File: config.mk
export PLATFORM = sky130hd
export DESIGN_NAME = alu_trojan_monitor
export DESIGN_NICKNAME = d
export VERILOG_FILES = /design/src/rtl/alu_trojan_monitor.sv
export SDC_FILE = /design/constraint.sdc
export NUM_CORES = 1
export LEC_CHECK = 0
export BUFFER_PORTS_ARGS = -buffer_cell sky130_fd_sc_hd__buf_2
export CORE_ASPECT_RATIO = 2
export CORE_MARGIN = 2
export CORE_UTILIZATION = 55
export DETAILED_ROUTE_END_ITERATION = 10
export PLACE_DENSITY = 0.8
export SLEW_MARGIN = 20
export SYNTH_ARGS = -nofsm -noshare
export SYNTH_HDL_FRONTEND = slang
export SYNTH_SLANG_ARGS = --single-unit
File: constraint.sdc
create_clock -name clk -period 5.7 [get_ports clk]
set_input_delay 0.57 -clock clk [delete_from_list [all_inputs] [get_ports clk]]
set_output_delay 0.57 -clock clk [all_outputs]
set_load 0.02 [all_outputs]
File: src/rtl/alu_trojan_monitor.sv
// alu_trojan_monitor: passive checker for the 4-bit ALU tile.
// Recomputes each ALU result in two stages, counts mismatches,
// captures the first one and raises a sticky alarm at a threshold.
// Ports: clk, rst_n (sync, active-low), ena, clear, in_valid,
//   a/b/op/res/cout (observed ALU bus) ->
//   sample_cnt, mismatch_cnt, err_pulse, alarm,
//   cap_valid, cap_a, cap_b, cap_op, cap_res, cap_cout.
module alu_trojan_monitor #(
  parameter int ALARM_THRESH = 3,
  parameter int CNT_W        = 8
) (
  input  logic             clk,
  input  logic             rst_n,
  input  logic             ena,
  input  logic             in_valid,
  input  logic [3:0]       a,
  input  logic [3:0]       b,
  input  logic [1:0]       op,
  input  logic [3:0]       res,
  input  logic             cout,
  input  logic             clear,
  output logic [CNT_W-1:0] sample_cnt,
  output logic [CNT_W-1:0] mismatch_cnt,
  output logic             err_pulse,
  output logic             alarm,
  output logic             cap_valid,
  output logic [3:0]       cap_a,
  output logic [3:0]       cap_b,
  output logic [1:0]       cap_op,
  output logic [3:0]       cap_res,
  output logic             cap_cout
);

  typedef enum logic [1:0] {
    IDLE, MONITOR, ALARM
  } state_t;

  localparam logic [CNT_W-1:0] CNT_MAX = '1;
  localparam logic [CNT_W-1:0] THRESH  =
    CNT_W'(ALARM_THRESH);

  state_t state, state_nxt;

  logic       s1_valid;
  logic [3:0] s1_a, s1_b, s1_res, s1_gres;
  logic [1:0] s1_op;
  logic       s1_cout, s1_gcout;

  logic [3:0] g_res;
  logic       g_cout;
  logic       accept;
  logic       mism;
  logic       wipe;
  logic [CNT_W-1:0] mcnt_nxt;

  // reset and soft clear share one path; clear obeys ena
  assign wipe   = !rst_n || (ena && clear);
  assign accept = ena && !clear && in_valid;

  always_comb begin
    g_res  = '0;
    g_cout = 1'b0;
    unique case (1'b1)
      (op == 2'b00): {g_cout, g_res} =
        {1'b0, a} + {1'b0, b};
      (op == 2'b01): begin
        g_res  = a - b;
        g_cout = (a < b);
      end
      (op == 2'b10): g_res = a & b;
      (op == 2'b11): g_res = a | b;
      default: ;
    endcase
  end

  assign mism = s1_valid &&
    ({s1_res, s1_cout} != {s1_gres, s1_gcout});

  always_comb begin
    mcnt_nxt = mismatch_cnt;
    if (mism && mismatch_cnt != CNT_MAX)
      mcnt_nxt = mismatch_cnt + CNT_W'(1);
  end

  always_ff @(posedge clk) begin
    if (wipe) begin
      state <= IDLE;
    end else if (ena) begin
      state <= state_nxt;
    end
  end

  always_comb begin
    state_nxt = state;
    unique case (state)
      IDLE:
        if (accept) state_nxt = MONITOR;
      MONITOR:
        if (mism && mcnt_nxt >= THRESH)
          state_nxt = ALARM;
      ALARM: state_nxt = ALARM;
      default: state_nxt = IDLE;
    endcase
  end

  always_comb begin
    alarm = (state == ALARM);
  end

  always_ff @(posedge clk) begin
    if (wipe) begin
      s1_valid     <= 1'b0;
      s1_a         <= '0;
      s1_b         <= '0;
      s1_op        <= '0;
      s1_res       <= '0;
      s1_cout      <= 1'b0;
      s1_gres      <= '0;
      s1_gcout     <= 1'b0;
      sample_cnt   <= '0;
      mismatch_cnt <= '0;
      err_pulse    <= 1'b0;
      cap_valid    <= 1'b0;
      cap_a        <= '0;
      cap_b        <= '0;
      cap_op       <= '0;
      cap_res      <= '0;
      cap_cout     <= 1'b0;
    end else if (ena) begin
      s1_valid <= in_valid;
      if (in_valid) begin
        s1_a     <= a;
        s1_b     <= b;
        s1_op    <= op;
        s1_res   <= res;
        s1_cout  <= cout;
        s1_gres  <= g_res;
        s1_gcout <= g_cout;
        if (sample_cnt != CNT_MAX)
          sample_cnt <= sample_cnt + CNT_W'(1);
      end
      err_pulse    <= mism;
      mismatch_cnt <= mcnt_nxt;
      // only the first offender since reset/clear is kept
      if (mism && !cap_valid) begin
        cap_valid <= 1'b1;
        cap_a     <= s1_a;
        cap_b     <= s1_b;
        cap_op    <= s1_op;
        cap_res   <= s1_res;
        cap_cout  <= s1_cout;
      end
    end
  end

endmodule

==> flow_summary.json <==
{
  "status": "finished clean",
  "clockPowerShare": 0.349,
  "leakagePower_nw": 1.357,
  "crit_slowest_cell": "dfxtp_1",
  "crit_type": "reg2reg",
  "grt_max_degree": 55,
  "area_growth_pct": 14.43,
  "place_area_um2": 3034,
  "total_power_mw": 0.7467,
  "cts.sinks": 56,
  "yosysWarnings": 0,
  "overflow": 0,
  "cts_buffer_depth": 2,
  "via_per_inst": 5.390,
  "syn_inst": 339,
  "startpoint_type": "flop",
  "drc": 0,
  "cp.arrival_ns": 2.48,
  "avgSynthCellArea_um2": 8.109,
  "cts_max_level": 2,
  "worstMarginPinSlew_ns": 0.7408,
  "crit_buf_inv": 0,
  "powerDensity_nw_per_um2": 237.4,
  "die_x_um": 53.99,
  "port_buffers": 53,
  "max_freq_mhz": 448.5,
  "pwr-share-seq": 0.541,
  "final_common_cell": "nand2_1",
  "vdd_ir_drop_max_v": 0.0001882,
  "rows": 36,
  "hold_path.class": "reg2reg",
  "layout.nets": 425,
  "clockRootBuffer": "clkbuf_8",
  "drive_gt1_frac": 0.1783,
  "cts_tree": "done",
  "antenna_found_initial": 0,
  "synth_nets": 378,
  "fill_cells": 450,
  "ios": 54,
  "ys_seq_elements": 56,
  "rsz0062_at_grt": "no",
  "synth_area_um2": 2749,
  "design_area_um2": 3146,
  "cts_hold_buf": 0,
  "hold_viol_final": 0,
  "crit_required_ns": 5.95,
  "n_antenna_cell": 0,
  "fin_worst_skew_ns": 0.005192,
  "period_needed_ns": 2.229,
  "post-dp-hpwl_um": 4321,
  "start_util": 0.5651,
  "power_frac_comb": 0.110,
  "globalplace.congestion": 0.7402,
  "setup_viol": 0,
  "clk_pin_slew_worst_paths_ns": 0.10,
  "drt_wl_total_um": 5865,
  "cts_setup_buffers": 0,
  "ys_seq_area_frac": 0.4078,
  "grt.total_usage": 0.2192,
  "end_kind": "flop",
  "grt_pass1_vias": 2203,
  "path_cells": "ha_1, nand4_1, o21ai_1, a21oi_2, a211oi_2, a41oi_1, o31ai_2, mux2i_1",
  "drt-pass1-iter-count": 4,
  "fin_crit_sh": 0.3911,
  "die_area_um2": 5614,
  "wl_per_cell_um": 13.21,
  "cp_max_fo": 7,
  "ys_types": 42,
  "die-height_um": 104.0,
  "design.core.area_um2": 4865,
  "timing.hold.ws_ns": 0.4573,
  "setup_tns_ns": 0,
  "first_iter_violations": 40,
  "cap_violations": 0,
  "vias": 2393,
  "path_delay_family": "compound AO/OA/AOI/OAI gates",
  "cpPeakStageDelay_ns": 0.45,
  "final_cell_mix": "nand2_1, dfxtp_1, buf_2",
  "final.setup.worst_slack_ns": 3.471,
  "grt_pass1_wl_um": 9335,
  "clkLatencyLatePin_ns": 0.32,
  "power.switching_mw": 0.1874,
  "final_antenna_net_count": 0,
  "pre_cts_slack_ns": 3.354,
  "maxSlewHeadroom": 0.5062,
  "intPower_mw": 0.5593,
  "cts_resized": 0,
  "cts_buffers": 5,
  "swShare": 0.2509,
  "maxSlewViolCount": 0
}
==> cell usage after synthesis <==
| cell | n | share of area |
|---|---|---|
| a2111oi_0 | 1 | 0.0032 |
| a211o_1 | 1 | 0.0032 |
| a211oi_1 | 7 | 0.019 |
| a211oi_2 | 1 | 0.0046 |
| a21o_1 | 2 | 0.0055 |
| a21oi_1 | 40 | 0.073 |
| a21oi_2 | 1 | 0.0032 |
| a221oi_1 | 1 | 0.0032 |
| a41oi_1 | 1 | 0.0032 |
| and2_1 | 2 | 0.0046 |
| and3_1 | 2 | 0.0046 |
| buf_2 | 1 | 0.0018 |
| buf_4 | 1 | 0.0027 |
| clkbuf_1 | 11 | 0.015 |
| clkbuf_2 | 1 | 0.0018 |
| dfxtp_1 | 56 | 0.41 |
| fa_1 | 2 | 0.015 |
| ha_1 | 17 | 0.077 |
| inv_1 | 16 | 0.022 |
| mux2_2 | 1 | 0.0041 |
| mux2i_1 | 8 | 0.029 |
| nand2_1 | 80 | 0.11 |
| nand2b_1 | 3 | 0.0068 |
| nand3_1 | 5 | 0.0091 |
| nand4_1 | 4 | 0.0091 |
| nor2_1 | 34 | 0.046 |
| nor2_2 | 1 | 0.0023 |
| nor2b_1 | 1 | 0.0023 |
| nor3_1 | 1 | 0.0018 |
| nor3_2 | 1 | 0.0036 |
| o2111ai_1 | 1 | 0.0032 |
| o211a_1 | 1 | 0.0036 |
| o211ai_1 | 3 | 0.0082 |
| o21ai_0 | 4 | 0.0073 |
| o21ai_1 | 1 | 0.0018 |
| o21bai_1 | 2 | 0.0055 |
| o21bai_2 | 1 | 0.0041 |
| o31ai_2 | 1 | 0.0046 |
| or2b_1 | 1 | 0.0027 |
| or3_1 | 2 | 0.0046 |
| xnor2_1 | 6 | 0.019 |
| xor2_1 | 13 | 0.041 |
==> worst register-to-register path, cell delays in order, from the launching register on <==
cell and delay, ns:
dfxtp_1 0.45, ha_1 0.30, nand4_1 0.21, o21ai_1 0.23
a21oi_2 0.08, a211oi_2 0.20, a41oi_1 0.08, o31ai_2 0.39
mux2i_1 0.22
==> through the flow <==
stage / utilization / cells
detailed placement: 0.6237 / 436
finish: 0.6466 / 444
global route: 0.6466 / 444
floorplan: - / 339
CTS: 0.6466 / 444
global placement: 0.6237 / 436
==> state kept, by name (all words and copies together), names as in the netlist <==
name / flops
s1_a: 4
cap_b: 4
sample_cnt: 8
s1_valid: 1
s1_op: 2
err_pulse: 1
s1_b: 4
cap_a: 4
cap_valid: 1
s1_cout: 1
mismatch_cnt: 8
s1_gcout: 1
cap_res: 4
cap_cout: 1
s1_gres: 4
state: 2
cap_op: 2
s1_res: 4
==> final cells by class <==
class                      count  area, µm²  share of cell area
tap                           57      71.32             0.02267
timing repair buffer          54      272.8             0.08671
clock inverter                 3      42.54             0.01352
multi-input combinational    253       1509              0.4797
sequential                    56       1121              0.3564
clock buffer                   5      68.82             0.02188
inverter                      16      60.06             0.01909
==> kinds of logic after synthesis <==
family,Yosys count,synth area share
AO/OA/AOI/OAI,69,0.1561
XOR/XNOR,19,0.06054
adder cells (fa/ha/maj),19,0.09194
buffers and inverters,30,0.04324
flip-flops,56,0.4078
multiplexers,9,0.03323
AND/OR/NAND/NOR,137,0.2071
==> power groups by stage <==
stage                     clock [mW]  combinational [mW]  sequential, mW
after detailed placement           0              0.0816           0.413
final                          0.261              0.0819           0.404
after floorplan                    0              0.0569           0.413
after global placement             0              0.0786           0.413
after CTS                      0.264              0.0822           0.404
after global routing           0.275              0.0920           0.405
==> final timing paths <==
| kind | cells past startpoint | end | start | slack (ns) |
|---|---|---|---|---|
| worst max register to register | 8 | state[1]$_SDFFE_PP0P_ | mismatch_cnt[0]$_SDFFE_PP0P_ | 3.47 |
| worst min-delay path | 2 | cap_a[2]$_SDFFE_PP0P_ | cap_a[2]$_SDFFE_PP0P_ | 0.46 |
| worst min register to register | 2 | cap_a[2]$_SDFFE_PP0P_ | cap_a[2]$_SDFFE_PP0P_ | 0.46 |
| worst max-delay path | 8 | state[1]$_SDFFE_PP0P_ | mismatch_cnt[0]$_SDFFE_PP0P_ | 3.47 |
==> metal layers <==
metal,GRT usage,share of wire,wire [µm],vias up
li1,-,-,-,1212
met1,0.2225,0.38,2255,1121
met2,0.3981,0.56,3274,49
met3,0.03592,0.033,191,11
met4,0.1089,0.025,144,0
met5,0,0,0,-
No activity file was read; power rests on OpenSTA's default activity.
